<file path="config.mk">
export PLATFORM = sky130hd
export DESIGN_NAME = phy_rx_sync
export DESIGN_NICKNAME = d
export VERILOG_FILES = /design/src/rtl/phy_rx_sync_pkg.sv /design/src/rtl/rx_word_packer.sv /design/src/rtl/phy_rx_sync.sv
export SDC_FILE = /design/constraint.sdc
export NUM_CORES = 1
export LEC_CHECK = 0
export CAP_MARGIN = 20
export CORE_MARGIN = 2
export CORE_UTILIZATION = 38
export CTS_CLUSTER_DIAMETER = 40
export DETAILED_ROUTE_END_ITERATION = 10
export GPL_TIMING_DRIVEN = 0
export PLACE_DENSITY = 0.68
export RECOVER_POWER = 25
export SLEW_MARGIN = 10
export SYNTH_ARGS = -nofsm -noshare
export SYNTH_HDL_FRONTEND = slang
export SYNTH_HIERARCHICAL = 1
export SYNTH_SLANG_ARGS = --single-unit
</file>
<file path="constraint.sdc">
create_clock -name clk_32f -period 5.35 [get_ports clk_32f]
set_input_delay 1.07 -clock clk_32f [delete_from_list [all_inputs] [get_ports clk_32f]]
set_output_delay 1.07 -clock clk_32f [all_outputs]
set_load 0.005 [all_outputs]
</file>
<file path="src/rtl/phy_rx_sync_pkg.sv">
// Shared constants, state encoding and packer request type for the PHY receive front end.
package phy_rx_sync_pkg;

    localparam logic [7:0] COM_SYM     = 8'hBC;
    localparam int         COM_CNT_DEF = 4;

    typedef enum logic [1:0] {
        ST_HUNT   = 2'd0,
        ST_ALIGN  = 2'd1,
        ST_ACTIVE = 2'd2
    } rx_state_e;

    // One aligned byte handed from the framer to the word packer.
    typedef struct packed {
        logic       stb;
        logic       clr;
        logic [7:0] data;
    } rx_byte_t;

endpackage

</file>
<file path="src/rtl/rx_word_packer.sv">
// Packs aligned data bytes MSB-slot-first into 32-bit words; an idle byte drops any partial word.
module rx_word_packer
    import phy_rx_sync_pkg::*;
(
    input  logic        clk_i,
    input  logic        rst_ni,
    input  rx_byte_t    byte_i,
    output logic [31:0] data_o,
    output logic        valid_o
);

    logic [1:0]  idx_q,   idx_d;
    logic [23:0] word_q,  word_d;
    logic [31:0] data_q,  data_d;
    logic        valid_q, valid_d;

    always_comb begin
        idx_d   = idx_q;
        word_d  = word_q;
        data_d  = data_q;
        valid_d = 1'b0;
        if (byte_i.clr) begin
            idx_d = 2'd0;
        end else if (byte_i.stb) begin
            case (idx_q)
                2'd0: word_d[23:16] = byte_i.data;
                2'd1: word_d[15:8]  = byte_i.data;
                2'd2: word_d[7:0]   = byte_i.data;
                default: begin
                    data_d  = {word_q, byte_i.data};
                    valid_d = 1'b1;
                end
            endcase
            idx_d = idx_q + 2'd1;
        end
    end

    always_ff @(posedge clk_i or negedge rst_ni) begin
        if (!rst_ni) begin
            idx_q   <= 2'd0;
            word_q  <= 24'd0;
            data_q  <= 32'd0;
            valid_q <= 1'b0;
        end else begin
            idx_q   <= idx_d;
            word_q  <= word_d;
            data_q  <= data_d;
            valid_q <= valid_d;
        end
    end

    assign data_o  = data_q;
    assign valid_o = valid_q;

endmodule

</file>
<file path="src/rtl/phy_rx_sync.sv">
// Serial receive framer: hunts for COM byte alignment, locks after COM_COUNT aligned COMs, then packs data.
module phy_rx_sync
    import phy_rx_sync_pkg::*;
#(
    parameter logic [7:0] COM_SYMBOL = COM_SYM,
    parameter int         COM_COUNT  = COM_CNT_DEF
) (
    input  logic        clk_32f,
    input  logic        reset,
    input  logic        serial_in,
    output logic [31:0] data_out,
    output logic        valid_out,
    output logic        active
);

    rx_state_e  state_q,   state_d;
    logic [7:0] sr_q;
    logic [2:0] bit_cnt_q, bit_cnt_d;
    logic [3:0] com_cnt_q, com_cnt_d;
    logic       active_q,  active_d;
    logic [7:0] cand;
    logic       is_com, boundary;
    rx_byte_t   pk_byte;

    assign cand     = {sr_q[6:0], serial_in};
    assign is_com   = (cand == COM_SYMBOL);
    assign boundary = (bit_cnt_q == 3'd7);

    always_comb begin
        state_d   = state_q;
        bit_cnt_d = bit_cnt_q + 3'd1;
        com_cnt_d = com_cnt_q;
        active_d  = active_q;
        case (state_q)
            // Bit-granular search; the matching edge becomes the byte phase reference.
            ST_HUNT: begin
                if (is_com) begin
                    bit_cnt_d = 3'd0;
                    com_cnt_d = 4'd1;
                    state_d   = ST_ALIGN;
                end
            end
            ST_ALIGN: begin
                if (boundary) begin
                    if (is_com) begin
                        com_cnt_d = com_cnt_q + 4'd1;
                        if (com_cnt_d == 4'(COM_COUNT)) begin
                            state_d  = ST_ACTIVE;
                            active_d = 1'b1;
                        end
                    end else begin
                        com_cnt_d = 4'd0;
                        state_d   = ST_HUNT;
                    end
                end
            end
            ST_ACTIVE: ;
            default: state_d = ST_HUNT;
        endcase
    end

    always_ff @(posedge clk_32f or negedge reset) begin
        if (!reset) begin
            state_q   <= ST_HUNT;
            sr_q      <= 8'd0;
            bit_cnt_q <= 3'd0;
            com_cnt_q <= 4'd0;
            active_q  <= 1'b0;
        end else begin
            state_q   <= state_d;
            sr_q      <= cand;
            bit_cnt_q <= bit_cnt_d;
            com_cnt_q <= com_cnt_d;
            active_q  <= active_d;
        end
    end

    always_comb begin
        pk_byte.data = cand;
        pk_byte.stb  = (state_q == ST_ACTIVE) && boundary && !is_com;
        pk_byte.clr  = (state_q == ST_ACTIVE) && boundary && is_com;
    end

    rx_word_packer u_packer (
        .clk_i   (clk_32f),
        .rst_ni  (reset),
        .byte_i  (pk_byte),
        .data_o  (data_out),
        .valid_o (valid_out)
    );

    assign active = active_q;

endmodule
</file>
---- Word level (Yosys, flattened, before mapping) ----
Index checks and enable logic that the tools add are counted.
operators by class
  add/sub/neg operators ................... 3
  equal/unequal tests ..................... 10
  mux-type cells .......................... 16
  bitwise operators ....................... 3
  reductions and logical operators ........ 16
operators with widths
  operator             count
  $reduce_and 3->1     5
  $mux 2               6
  $mux 4               3
  $eq 8x8->1 const B   1
  $pmux 4 s2           1
  $reduce_and 4->1     2
  $mux 3               2
  $pmux 2 s3           1
  $add 4x1->4 const B  1
  $eq 2x1->1 const B   2
  $eq 2x2->1 const B   2
  $eq 4x3->1 const B   1
  $logic_not 2->1      2
  $ne 2x2->1 const B   2
  $reduce_bool 2->1    2
  $add 3x1->3 const B  1
  $eq 3x3->1 const B   1
  $logic_and 1x1->1    3
  $mux 1               3
  $ne 3x3->1 const B   1
  $not 1->1            3
  $reduce_or 3->1      1
  $add 2x1->2 const B  1
  $logic_not 1->1      1
storage, ports and cells
  register bits ........................... 76
  input bits .............................. 3
  output and inout port bits .............. 34
  word-level logic and storage cells ...... 59

---- Longest topological paths before layout ----
Gate-level depths: netlist (run 1).
  depth after elaboration ................. 6
  mapped depth ............................ 8
  gate-level depth less buffers ........... 6

---- Cells and area by module ----
The synthesis (run 1) kept the hierarchy.
by module, submodules not included
  module          instances  cells an instance  area each (sq um)  sequential area each (sq um)
  rx_word_packer  1          134                2398.6             1476.4
  phy_rx_sync     1          64                 783.3              425.4

---- Least setup slack after synthesis (run 1) ----
Ideal clock, no wire load.
  kind .................................... input to register
  start point ............................. input serial_in
  end point ............................... register u_packer.data_q[10] (netlist: u_packer/data_o[10])
  library setup time ...................... 125 ps
  arrival time ............................ 2992 ps
  required time ........................... 5225 ps
  setup slack ............................. 2232 ps
  cell stages on the path ................. 6
  path buffers ............................ 1
  cells stage by stage .................... or4b_4 nor2_8 nor4b_1 nand3b_4 buf_6 mux2_4
RTL lines
  item                    line                  RTL
  start: declaration      phy_rx_sync.sv:10     input logic serial_in,
  end signal: assignment  rx_word_packer.sv:47  data_q <= data_d;
  end: declaration        rx_word_packer.sv:14  logic [31:0] data_q, data_d;

==> run_results.csv, run 1 <==
group,metric,value,unit
cells_and_area,final_layout_size_suffix_gt1_frac,0.3386,
run_status,run_status,"complete, no violations",
place,dpl_cell_area,3699,sq um
global_routing,grt_usage,0.1393,
critical_path,path_class,"primary input to flip-flop",
yosys,synth_warnings,6,
critical_path,start_kind,"primary input",
critical_path,worstPathArrival,4.01,ns
sta,min_period,3.773,ns
yosys,ys_seq_area_frac,0.5977,
sta,fin_crit_sh,0.7052,
clock_network,root_buffer,"clkbuf_8",
power,p_per_area,296.8,nW/um^2
sta,fmax,265.0,MHz
route,dr.pass1.iters,5,
sta,finClkSkew,0.009403,ns
critical_path,cp_data_required_time,5.59,ns
sta,hold_viol,0,
yosys,synth_area_per_cell,16.07,sq um
cells_and_area,stdcell_area,3876,sq um
clock_network,cts_made_buffers,9,
place,dp_hpwl,3.604,mm
die,die_area,9121,sq um
sta,setup_viol,0,
global_routing,grt_pass1_vias,1868,
cells_and_area,syn2layout_area_growth,21.82,%
cells_and_area,fill_cells,733,
clock_network,cts_tree,"yes",
route,avgRoutedWirePerCell,15.47,um
clock_network,cts_resized,0,
place,place_worst_setup_slack,1.199,ns
sta,worst_slew_pin_slew,0.8735,ns
clock_network,cts_buffer_depth,2,
global_routing,grt.overflow.total,0,
place,gp_congestion,0.8099,
cells_and_area,final_nets,257,
clock_network,holdBufCountCts,0,
sta,timing.final.max_slew_violations,0,
yosys,yosys_register_bits,76,
route,antenna_left,0,
clock_network,cts.clk_slew.worst_paths,0.08,ns
die,row_count,33,
sta,rsz0062_at_grt,"false",
yosys,syn_nets,209,
sta,setup_slack,1.577,ns
power,ir_worst_vdd,139.9,uV
clock_network,h-tree-depth,3,
die,die_y,95.51,um
route,drtIter0Drc,75,
clock_network,cts_sinks,76,
yosys,synthesis.area,3182,sq um
cells_and_area,fin_cells,356,
yosys,synth_cell_types,35,
critical_path,critical_path_peak_fanout,10,
route,drc_errors,0,
cells_and_area,fin_util,0.4741,
die,io_pins,37,
route,viasPerCell,5.039,
route,routed_wl,5.507,mm
global_routing,grt_max_degree,64,
place,numPortBuffers,36,
die,die_w,95.51,um
die,coreArea,8175,sq um
clock_network,clkLatencyLatePin,0.36,ns
place,placedCellCount,340,
flow_run,maxCapViolCount,0,
worst_hold_path,hp-class,"flip-flop to flip-flop",
clock_network,postCtsSetupRepairBufs,0,
sta,slew_headroom,0.4095,
critical_path,worst_setup_path_end_kind,"flip-flop",
sta,setup_tns,0,ns
power,p_leak,0.001793,uW
yosys,synthCells,198,
cells_and_area,n_antenna_cell,0,
route,vias,1794,
global_routing,grt_pass1_wl,9.411,mm
die,initial_core_util,0.3892,
global_routing,grt_antenna_before_repair,0,
==> final timing paths <==
| check | startpoint | slack [ns] | depth (start not counted) | endpoint |
|---|---|---|---|---|
| worst max-delay path | serial_in | 1.58 | 7 | u_packer/data_o[24]$_DFFE_PN0P_ |
| worst min-delay path | bit_cnt_q[0]$_DFF_PN0_ | 0.44 | 1 | bit_cnt_q[0]$_DFF_PN0_ |
| worst max register to register | sr_q[5]$_DFF_PN0_ | 2.35 | 6 | u_packer/data_o[24]$_DFFE_PN0P_ |
| worst min register to register | bit_cnt_q[0]$_DFF_PN0_ | 0.44 | 1 | bit_cnt_q[0]$_DFF_PN0_ |
| max in group asynchronous | reset | 3.79 | 2 | sr_q[6]$_DFF_PN0_ |
| min in group asynchronous | reset | 0.77 | 1 | u_packer/data_o[20]$_DFFE_PN0P_ |
==> metal layers <==
layer,GRT usage,vias to the layer above,wire [um]
li1,-,822,-
met1,0.1790,919,2525
met2,0.2154,46,2627
met3,0.05059,7,296
met4,0.05357,0,58
met5,0,-,0
==> critical path, cell delays in order <==
cell,delay [ns]
clkdlybuf4s50_1,0.57
or4b_4,0.61
nor2_8,0.15
nor4b_1,0.73
nand3b_4,0.35
buf_6,0.20
mux2_4,0.31
==> cell type report <==
| cell class | instances | area [sq um] | area share |
|---|---|---|---|
| Tap cell | 105 | 131.4 | 0.03389 |
| Inverter | 5 | 18.77 | 0.004842 |
| Clock buffer | 9 | 123.9 | 0.03196 |
| Buffer | 5 | 45.04 | 0.01162 |
| Timing Repair Buffer | 37 | 381.6 | 0.09845 |
| Clock inverter | 7 | 57.56 | 0.01485 |
| Multi-Input combinational cell | 112 | 1216 | 0.3138 |
| Sequential cell | 76 | 1902 | 0.4906 |
==> layout by cell type, fill, tap and decap left out, types with 2 or more instances in the layout <==
cell and count:
nand4b_1 2, dfrtp_1 76, clkbuf_8 9, inv_6 3, a21oi_1 2, nor2b_1 3, clkdlybuf4s50_1 35, mux2_4 29
mux2_2 28, and3_1 2, nand2_1 3, inv_1 5, nand4_1 2, nand3b_2 3, nor4b_1 3, a32o_1 2
clkbuf_1 2, clkinvlp_4 2, nor4_1 2, nor2_1 5, xnor2_1 2, buf_6 3, ha_1 8, nand3_1 2
==> cells in the mapped netlist <==
library cell	instances	area [sq um]
ha_1	8	100.1
nand2_1	3	11.26
buf_6	3	33.78
o21ai_2	1	8.760
nand3b_2	3	33.78
nor4b_1	3	26.28
a21oi_1	2	10.01
mux2_2	28	315.3
clkbuf_1	1	3.750
o21bai_1	1	7.510
nor4_1	2	12.51
dfrtp_1	76	1902
nor3_1	1	5.000
o22a_1	1	8.760
nand4_1	2	12.51
buf_4	1	7.510
a221o_1	1	10.01
o22ai_1	1	6.260
xnor2_1	2	17.52
a22o_1	1	8.760
nand3_1	2	10.01
nand3b_4	1	20.02
inv_1	5	18.77
nor2_8	1	20.02
and4_1	1	8.760
a32o_1	2	20.02
and3_1	2	12.51
nor2_1	5	18.77
nand4b_1	2	17.52
o31ai_1	1	7.510
nor2b_1	3	18.77
mux2_4	29	435.4
a211o_1	1	8.760
or4b_4	1	13.76
mux2i_1	1	10.01
==> logic make-up (layout without fill, tap and decap cells) <==
logic type | after synthesis | count (layout) | share of synthesized area
flip-flops | 76 | 76 | 0.5977
multiplexers | 58 | 58 | 0.2391
AND/OR/NAND/NOR | 32 | 32 | 0.07589
AO/OA/AOI/OAI | 12 | 12 | 0.03028
buffers and inverters | 10 | 63 | 0.02005
adder cells (fa/ha/maj) | 8 | 8 | 0.03146
XOR/XNOR | 2 | 2 | 0.005506
==> power by group <==
group	internal [uW]	leakage, uW	switching, uW
sequential	614	0.000912	27.1
clock	175	0.0000886	227
combinational	73.6	0.000792	33.1
total	863	0.00179	287
==> metrics by stage <==
stage          hold WS (ns)  power [uW]
2_1_floorplan        0.4099       694.4
5_1_grt              0.4721        1210
4_1_cts              0.4400        1169
3_3_place_gp         0.4192       757.2
3_5_place_dp         0.4283       763.3
6_report             0.4372        1151
==> sequential cells by signal, indices dropped and copies added (netlist names) <==
signal / flops
state_q: 2
u_packer/data_o: 32
com_cnt_q: 4
active: 1
sr_q: 7
u_packer/valid_o: 1
bit_cnt_q: 3
u_packer/idx_q: 2
u_packer/word_q: 24
(Power assumes the default switching activity.)
==> run 2, diff against run 1 <==
--- a/config.mk
+++ b/config.mk
@@ -11,7 +11,7 @@
 export CTS_CLUSTER_DIAMETER = 40
 export DETAILED_ROUTE_END_ITERATION = 10
 export GPL_TIMING_DRIVEN = 0
-export PLACE_DENSITY = 0.68
+export PLACE_DENSITY = 0.7
 export RECOVER_POWER = 25
 export SLEW_MARGIN = 10
 export SYNTH_ARGS = -nofsm -noshare
==> constraint.sdc (replaced) <==
create_clock -name clk_32f -period 3.3 [get_ports clk_32f]
set_input_delay 0.66 -clock clk_32f [delete_from_list [all_inputs] [get_ports clk_32f]]
set_output_delay 0.66 -clock clk_32f [all_outputs]
set_load 0.005 [all_outputs]
==> run_results.csv, run 2 (synthesis gave the netlist of run 1 again) <==
group,metric,value,unit
route,avgRoutedWirePerCell,16.13,um
power,p_per_area,487.6,nW/um^2
power,p_clk_frac,0.358,
cells_and_area,largest_reg_flops,32,
critical_path,path_cells,"clkdlybuf4s50_1 > or4b_4 > nor2_8 > nor4b_2 > nand3b_4 > buf_6 > mux2_4",
global_routing,grt_pass1_vias,1831,
cells_and_area,stdcell_area,3881,sq um
die,die_y,95.51,um
sta,min_period,2.987,ns
clock_network,clkLatencyLatePin,0.35,ns
die,initial_core_util,0.3892,
critical_path,r2r-end,"u_packer/data_o[28]$_DFFE_PN0P_",
sta,rsz0062_at_grt,"false",
die,io_pins,37,
cells_and_area,fin_util,0.4747,
route,viasPerCell,4.963,
global_routing,grt_pass1_wl,9.363,mm
power,p_comb_frac,0.091,
cells_and_area,final_common_cell,"dfrtp_1",
route,routed_wl,5.726,mm
route,dr.pass1.iters,4,
power,ir_worst_vdd,244.9,uV
clock_network,cts_tree,"yes",
clock_network,cts_buffer_depth,2,
run_status,run_status,"finished with violations",
power,switching_share,0.2286,
clock_network,cts.clk_slew.worst_paths,0.07,ns
power,switchingPower,432.6,uW
critical_path,cp-startpoint,"serial_in",
worst_hold_path,hp-class,"flip-flop to flip-flop",
cells_and_area,layout_common_cells,"dfrtp_1 (76), clkdlybuf4s50_1 (35), mux2_4 (29), mux2_2 (28), clkbuf_8 (9)",
power,seqPwrFrac,0.551,
sta,timing.final.max_slew_violations,38,
sta,hold_viol,0,
route,antenna_left,0,
critical_path,critical_path_peak_fanout,10,
critical_path,rr_worst_depth,6,
place,numPortBuffers,36,
cells_and_area,n_antenna_cell,0,
run_status,violations,"capacitance limit, slew limit",
sta,fin_crit_sh,0.9053,
sta,setup_viol,0,
sta,worst_slew_pin_slew,2.088,ns
critical_path,worst_setup_path_end_kind,"flip-flop",
route,drc_errors,0,
critical_path,cpPeakStageDelay,0.60,ns
cells_and_area,syn2layout_area_growth,21.98,%
critical_path,worstPathArrival,3.22,ns
place,gp_congestion,0.8260,
critical_path,path_class,"primary input to flip-flop",
global_routing,grt_antenna_before_repair,0,
critical_path,regToRegSetupSlack,0.66,ns
critical_path,timing.rr.start,"sr_q[5]$_DFF_PN0_",
global_routing,grt.overflow.total,0,
global_routing,grt_usage,0.1415,
global_routing,grt_max_degree,40,
clock_network,holdBufCountCts,0,
die,row_count,33,
route,vias,1762,
critical_path,start_kind,"primary input",
flow_run,maxCapViolCount,1,
place,dp_hpwl,3.797,mm
die,die_area,9121,sq um
power,power.internal,1460,uW
sta,fmax,334.7,MHz
route,drtIter0Drc,61,
cells_and_area,final_layout_size_suffix_gt1_frac,0.3400,
sta,slew_headroom,-0.3919,
critical_path,critical-path-slowest-cell,"or4b_4",
power,p_leak,0.001793,uW
critical_path,crit_end,"u_packer/data_o[28]$_DFFE_PN0P_",
critical_path,cp_data_required_time,3.53,ns
clock_network,cts_sinks,76,
cells_and_area,fill_cells,743,
clock_network,root_buffer,"clkbuf_8",
place,dpl_cell_area,3691,sq um
clock_network,cts_made_buffers,9,
sta,finClkSkew,0.01255,ns
clock_network,h-tree-depth,3,
cells_and_area,final_nets,257,
die,die_w,95.51,um
die,coreArea,8175,sq um
[run 2: cell count changes in the layout (fill, tap and decap cells not counted)]
cell / delta
nor4b_2: +1
clkinv_2: +1
bufinv_16: +1
inv_8: -1
inv_6: -2
nor4b_1: -1
buf_16: -1
buf_12: +1
[run 2: worst max-delay path: cells and delay by family]
kind	cells	cell delay, ns
buffers and inverters	2	0.75
muxes	1	0.31
and+or+nand+nor	4	1.49
[run 2: cell type report]
cell class              instances  area, sq um  area share
flip-flops and latches         76         1902      0.4900
multi-input cells             112         1222      0.3150
repair buffers                 37        374.1     0.09639
well taps                     105        131.4     0.03385
clock buffers                   9        123.9     0.03191
clock inverters                 6        63.81     0.01644
plain buffers                   5        45.04     0.01161
inverters                       5        18.77    0.004836
[run 2: power by group through the flow]
| stage | clock network (uW) | registers, uW | logic [uW] |
|---|---|---|---|
| after floorplan | 0 | 1050 | 76.5 |
| after global placement | 0 | 1060 | 168 |
| after detailed placement | 0 | 1060 | 176 |
| after CTS | 705 | 1040 | 177 |
| after global routing | 746 | 1050 | 190 |
| final | 677 | 1040 | 172 |
[run 2: what timing repair did]
item                                    4_1_cts  5_1_grt
resized for setup                             1        0
endpoints found under the setup margin       29        0
buffers inserted                              0        0
[run 2: layer usage]
layer	global-route usage	part of all wire
met5	0	0
met4	0.05357	0.017
met3	0.04980	0.039
met2	0.2201	0.47
met1	0.1821	0.47
[run 2: worst min-delay path by stage]
stage                                            endpoint  cells past startpoint                    from  slack [ns]
final                              bit_cnt_q[0]$_DFF_PN0_                      1  bit_cnt_q[0]$_DFF_PN0_        0.44
after global routing               bit_cnt_q[0]$_DFF_PN0_                      1  bit_cnt_q[0]$_DFF_PN0_        0.46
after CTS                 u_packer/data_o[21]$_DFFE_PN0P_                      1                   reset        0.27
after detailed placement           bit_cnt_q[0]$_DFF_PN0_                      1  bit_cnt_q[0]$_DFF_PN0_        0.43
after global placement             bit_cnt_q[0]$_DFF_PN0_                      1  bit_cnt_q[0]$_DFF_PN0_        0.42
after floorplan                        active$_DFFE_PN0P_                      0                   reset        0.36
[run 2: stage by stage]
stage / setup WS [ns] / total power [uW] / TNS, ns / instances / hold slack, ns
floorplan: 0.5924 / 1126 / 0 / 198 / 0.3644
CTS: 0.2886 / 1926 / 0 / 355 / 0.2711
global route: 0.1959 / 1988 / 0 / 355 / 0.4585
detailed placement: -0.4209 / 1239 / -19.85 / 340 / 0.4346
finish: 0.3125 / 1892 / 0 / 355 / 0.4390
global placement: -0.9539 / 1228 / -89.18 / 339 / 0.4198
